[config.mk]
export PLATFORM = sky130hd
export DESIGN_NAME = pwadc_sequencer_avg
export DESIGN_NICKNAME = d
export VERILOG_FILES = /design/src/rtl/pwadc_sequencer_avg.sv
export SDC_FILE = /design/constraint.sdc
export NUM_CORES = 1
export LEC_CHECK = 0
export ABC_CLOCK_PERIOD_IN_PS = 3650
export BUFFER_PORTS_ARGS = -buffer_cell sky130_fd_sc_hd__buf_2
export CAP_MARGIN = 10
export CELL_PAD_IN_SITES_DETAIL_PLACEMENT = 0
export CELL_PAD_IN_SITES_GLOBAL_PLACEMENT = 1
export CORE_ASPECT_RATIO = 0.9
export CORE_MARGIN = 1.5
export CORE_UTILIZATION = 45
export CTS_CLUSTER_SIZE = 14
export DETAILED_ROUTE_END_ITERATION = 7
export PLACE_DENSITY = 0.77
export SKIP_LAST_GASP = 1
export SLEW_MARGIN = 20
export SYNTH_ARGS = -nofsm -noshare
export SYNTH_HDL_FRONTEND = slang
export SYNTH_SLANG_ARGS = --single-unit
[constraint.sdc]
create_clock -name clk -period 3.65 [get_ports clk]
set_input_delay 0.365 -clock clk [delete_from_list [all_inputs] [get_ports clk]]
set_output_delay 0.365 -clock clk [all_outputs]
set_load 0.02 [all_outputs]
[src/rtl/pwadc_sequencer_avg.sv]
// Sequencer for the pulse-width ADC: pulses start, times the conversion window,
// captures each result and presents a rounded 2^AVG_LOG2-sample average on valid/ready.
module pwadc_sequencer_avg #(
    parameter int WIDTH       = 8,
    parameter int AVG_LOG2    = 2,
    parameter int CONV_CYCLES = 770
) (
    input  logic             clk,
    input  logic             rst_n,
    input  logic             enable,
    output logic             start_conversion,
    input  logic [WIDTH-1:0] adc_result,
    output logic [WIDTH-1:0] avg_data,
    output logic             avg_valid,
    input  logic             avg_ready,
    output logic             overrun,
    input  logic             overrun_clr,
    output logic             busy
);

    localparam int N     = 1 << AVG_LOG2;
    localparam int ACC_W = WIDTH + AVG_LOG2;
    localparam int CNT_W = (AVG_LOG2 > 0) ? AVG_LOG2 : 1;
    localparam int TMR_W = $clog2(CONV_CYCLES);

    localparam logic [CNT_W-1:0] CNT_LAST   = CNT_W'(N - 1);
    localparam logic [TMR_W-1:0] TMR_LOAD   = TMR_W'(CONV_CYCLES - 2);
    localparam logic [ACC_W-1:0] ROUND_HALF = ACC_W'(N / 2);

    localparam logic [1:0] S_IDLE    = 2'd0;
    localparam logic [1:0] S_START   = 2'd1;
    localparam logic [1:0] S_WAIT    = 2'd2;
    localparam logic [1:0] S_CAPTURE = 2'd3;

    // Round-half-up divide by N; the biased sum never exceeds ACC_W bits.
    function automatic logic [WIDTH-1:0] round_avg(input logic [ACC_W-1:0] sum);
        logic [ACC_W-1:0] biased;
        biased = sum + ROUND_HALF;
        return biased[ACC_W-1:AVG_LOG2];
    endfunction

    logic [1:0]       state_q, state_d;
    logic [TMR_W-1:0] timer_q, timer_d;
    logic [ACC_W-1:0] acc_q, acc_d;
    logic [CNT_W-1:0] cnt_q, cnt_d;
    logic [WIDTH-1:0] data_q, data_d;
    logic             valid_q, valid_d;
    logic             ovr_q, ovr_d;
    logic [ACC_W-1:0] sum;
    logic             load;
    logic             accept;

    assign sum    = acc_q + ACC_W'(adc_result);
    assign accept = valid_q & avg_ready;

    always_comb begin
        state_d = state_q;
        timer_d = timer_q;
        acc_d   = acc_q;
        cnt_d   = cnt_q;
        data_d  = data_q;
        load    = 1'b0;
        case (state_q)
            S_IDLE: begin
                acc_d = '0;
                cnt_d = '0;
                if (enable) state_d = S_START;
            end
            S_START: begin
                timer_d = TMR_LOAD;
                state_d = S_WAIT;
            end
            S_WAIT: begin
                if (timer_q == '0) state_d = S_CAPTURE;
                else               timer_d = timer_q - TMR_W'(1);
            end
            S_CAPTURE: begin
                if (cnt_q == CNT_LAST) begin
                    load   = 1'b1;
                    data_d = round_avg(sum);
                    acc_d  = '0;
                    cnt_d  = '0;
                end else begin
                    acc_d = sum;
                    cnt_d = cnt_q + CNT_W'(1);
                end
                // A partial average is dropped when the run stops.
                if (enable) begin
                    state_d = S_START;
                end else begin
                    state_d = S_IDLE;
                    acc_d   = '0;
                    cnt_d   = '0;
                end
            end
            default: state_d = S_IDLE;
        endcase
    end

    always_comb begin
        valid_d = valid_q;
        ovr_d   = ovr_q;
        if (load)        valid_d = 1'b1;
        else if (accept) valid_d = 1'b0;
        if (load && valid_q && !accept) ovr_d = 1'b1;
        else if (overrun_clr)           ovr_d = 1'b0;
    end

    always_ff @(posedge clk or negedge rst_n) begin
        if (!rst_n) begin
            state_q <= S_IDLE;
            timer_q <= '0;
            acc_q   <= '0;
            cnt_q   <= '0;
            data_q  <= '0;
            valid_q <= 1'b0;
            ovr_q   <= 1'b0;
        end else begin
            state_q <= state_d;
            timer_q <= timer_d;
            acc_q   <= acc_d;
            cnt_q   <= cnt_d;
            data_q  <= data_d;
            valid_q <= valid_d;
            ovr_q   <= ovr_d;
        end
    end

    assign start_conversion = (state_q == S_START);
    assign busy             = (state_q != S_IDLE);
    assign avg_data         = data_q;
    assign avg_valid        = valid_q;
    assign overrun          = ovr_q;

endmodule
==> flow_metrics.tcl <==
set metrics [dict create \
    status "complete, no violations" \
    drive_gt1_share_pct 18.2 \
    io_pins 25 \
    crit_path_top_delay_cell "or4b_1" \
    antenna_left 0 \
    ys.flop_type "dfrtp_1" \
    leakage_nw 1.12 \
    syn_area_um2 2180 \
    grt_start_max_net_pins 35 \
    drtIter0Drc 107 \
    crit_arrival_ns 3.02 \
    timing.rr.start "acc_q[0]" \
    ir_worst_vdd_v 0.000386 \
    yosysSeqAreaShare_pct 38.9 \
    die_w_um 76.4 \
    die_y_um 69.1 \
    p_per_area_nw_per_um2 874 \
    r2r_slack_ns 0.85 \
    final_nets 282 \
    core_area_um2 4550 \
    synth-adder-area-share_pct 10.1 \
    rsz0062_at_grt "false" \
    worstMarginPinSlew_ns 0.781 \
    netSwitchingFraction_pct 44.5 \
    root_buffer "clkbuf_8" \
    post_dp_cell_area_um2 2370 \
    netlist-cell-type-count 58 \
    fillers 440 \
    worst_r2r_endpoint "avg_data[7]" \
    synthesis.nets 255 \
    cp.required_ns 3.87 \
    place_inst 307 \
    fin_crit_sh_pct 76.8 \
    drc 0 \
    place.gp.congestion 0.754 \
    htree_levels 2 \
    hpwlAfterDp_um 3340 \
    maxSlewHeadroom_pct 48.0 \
    worst-setup-path-type "reg2reg" \
    drv_slew 0 \
    cts_tree "yes" \
    area_delta_synth_final_pct 13.5 \
    synth_top_area_share_pct 38.9 \
    drt_pass1_iterations 5 \
    yosys.area_share.xor_xnor_pct 4.81 \
    fmax_mhz 357 \
    synth_area_leaders "dfrtp_1, ha_1, nand2_1" \
    synth.mux.area_fraction_pct 2.46 \
    grt_pass1_vias 1689 \
    cts_buffers 5 \
    setup_tns_ns 0 \
    clk_pin_slew_ns 0.07 \
    critPathMostFrequentCell "ha_1" \
    worstPathCellList "ha_1 > fa_1 > xor2_1 > ha_1 > o21ai_0 > nor4_2 > nand2_1 > or4b_1 > nand3_1" \
    synth_area_leader_cell "dfrtp_1" \
    final_area_um2 2480 \
    start_kind "register" \
    synth_cells 225 \
    final.min_clock_period_ns 2.80 \
    routedWlPerCell_um 14.6 \
    port-buffer-count 24 \
    max_stage_delay_ns 0.47 \
    synth_async_sr_flop_share_pct 100 \
    p_switching_mw 0.965 \
    whs_ns 0.159 \
    start_util_pct 48.0 \
    grt_pass1_wl_um 8160 \
    hold_viol_final 0 \
    p_seq_share_pct 28.4 \
    cts_sinks 34 \
    avgSynthCellArea_um2 9.71 \
    reg2regPathDepth 9 \
    power_frac_clock_pct 15.6 \
    synth_compound_area_share_pct 20.8 \
    die-area_um2 5280 \
    synthSimpleGateAreaFrac_pct 20.3 \
    cts_buffer_depth 2 \
    insertedDiodeCount 0 \
    cts_resized 0 \
    final_cells 315 \
    endpoint_kind "register" \
    finClkSkew_ns 0.00585 \
    min_path_type "in2async" \
    clk_latency_ns 0.28 \
    ys_ff_latch 34 \
    synth_top_family_by_area "compound AO/OA/AOI/OAI gates" \
    combPwrFrac_pct 56.0 \
    fin_total_pwr_mw 2.17 \
    antenna_found_initial 0 \
    yosysWarningCount 0 \
    cts_setup_buffers 0 \
    hold_buffers 0 \
    p_int_mw 1.20 \
    num_rows 23 \
    vias_per_cell 5.43 \
    wirelength_um 4600 \
    grt_overflow 0 \
    drv_cap 0 \
    setup_viol 0 \
    cp_max_fo 4 \
    vias 1712 \
    synth_edf_count 0 \
    grt_usage_pct 19.3 \
]
[placed cells by master, fill, tap and decap left out, types with 6 or more instances in the layout]
cell	instances
a22o_1	8
buf_2	24
dfrtp_1	34
ha_1	16
inv_1	10
nand2_1	28
nand3_1	6
nor2_1	16
o21ai_0	9
o21ai_1	8
xnor2_1	7
[worst max-delay path by stage]
stage                  startpoint     endpoint  slack, ns  cells after the start
CTS                      acc_q[0]  avg_data[7]       0.86                      9
global route             acc_q[0]  avg_data[7]       0.65                      9
finish                   acc_q[0]  avg_data[7]       0.85                      9
detailed placement  adc_result[0]  avg_data[7]       0.78                     10
global placement    adc_result[0]  avg_data[7]       0.87                     10
floorplan           adc_result[0]  avg_data[7]       1.10                      9
[flip-flops by register name, indices dropped and copies added, names as in the netlist]
name / cells
acc_q: 10
timer_q: 10
avg_data: 8
cnt_q: 2
state_q: 2
avg_valid: 1
overrun: 1
[cell usage after synthesis (2+ instances only)]
| cell | instances |
|---|---|
| mux2i_1 | 2 |
| nor4_1 | 3 |
| a31oi_1 | 2 |
| o21ai_1 | 8 |
| nor2_1 | 16 |
| mux2_2 | 2 |
| nor2b_1 | 2 |
| dfrtp_1 | 34 |
| a221o_1 | 2 |
| ha_1 | 16 |
| nor3_1 | 4 |
| a21oi_1 | 5 |
| nand2b_1 | 3 |
| a22o_1 | 8 |
| nand3_1 | 6 |
| nand2_1 | 28 |
| o21ai_0 | 9 |
| xor2_1 | 5 |
| o2111ai_1 | 2 |
| or4b_1 | 2 |
| and3_1 | 3 |
| and2_1 | 2 |
| clkbuf_1 | 5 |
| xnor2_1 | 7 |
| o22ai_1 | 2 |
| or4_1 | 2 |
| inv_1 | 10 |
| or3_1 | 5 |
[logic make-up (layout without fill, tap and decap cells)]
logic type      Yosys count  count (layout)
mux                       5               5
simple gates             85              85
fa+ha+maj                17              17
compound gates           57              57
xor+xnor                 12              12
buf+inv                  15              43
flops                    34              34
[worst max-delay path: cells and delay by family (launching register included)]
family / cells / cell delay (ns)
xor+xnor: 1 / 0.36
flops: 1 / 0.39
compound gates: 1 / 0.11
fa+ha+maj: 3 / 0.90
simple gates: 4 / 0.98
[power by group through the flow]
stage | clock [mW] | sequential, mW | combinational, mW
2_1_floorplan | 0 | 0.620 | 0.929
3_3_place_gp | 0 | 0.619 | 1.21
3_5_place_dp | 0 | 0.620 | 1.21
4_1_cts | 0.351 | 0.616 | 1.22
5_1_grt | 0.368 | 0.638 | 1.37
6_report | 0.338 | 0.615 | 1.21
[area by class of cell]
type / count / area [um2] / share of cell area (%)
clock buffers: 5 / 68.8 / 2.77
clock inverters: 3 / 40.0 / 1.61
inverters: 10 / 37.5 / 1.51
multi-input cells: 176 / 1280 / 51.5
flip-flops and latches: 34 / 851 / 34.3
well taps: 62 / 77.6 / 3.13
repair buffers: 25 / 128 / 5.15
[per-layer routing]
| layer | GRT usage (%) | wire length [um] |
|---|---|---|
| met1 | 29.8 | 2590 |
| met2 | 26.6 | 1810 |
| met3 | 4.11 | 150 |
| met4 | 5.56 | 51 |
| met5 | 0 | 0 |
[per-stage QoR]
| step | utilization [%] | setup WS [ns] |
|---|---|---|
| floorplan | - | 1.10 |
| global placement | 52.1 | 0.874 |
| detailed placement | 52.1 | 0.779 |
| CTS | 54.5 | 0.856 |
| global route | 54.5 | 0.646 |
| finish | 54.5 | 0.848 |
(Power assumes the default switching activity.)
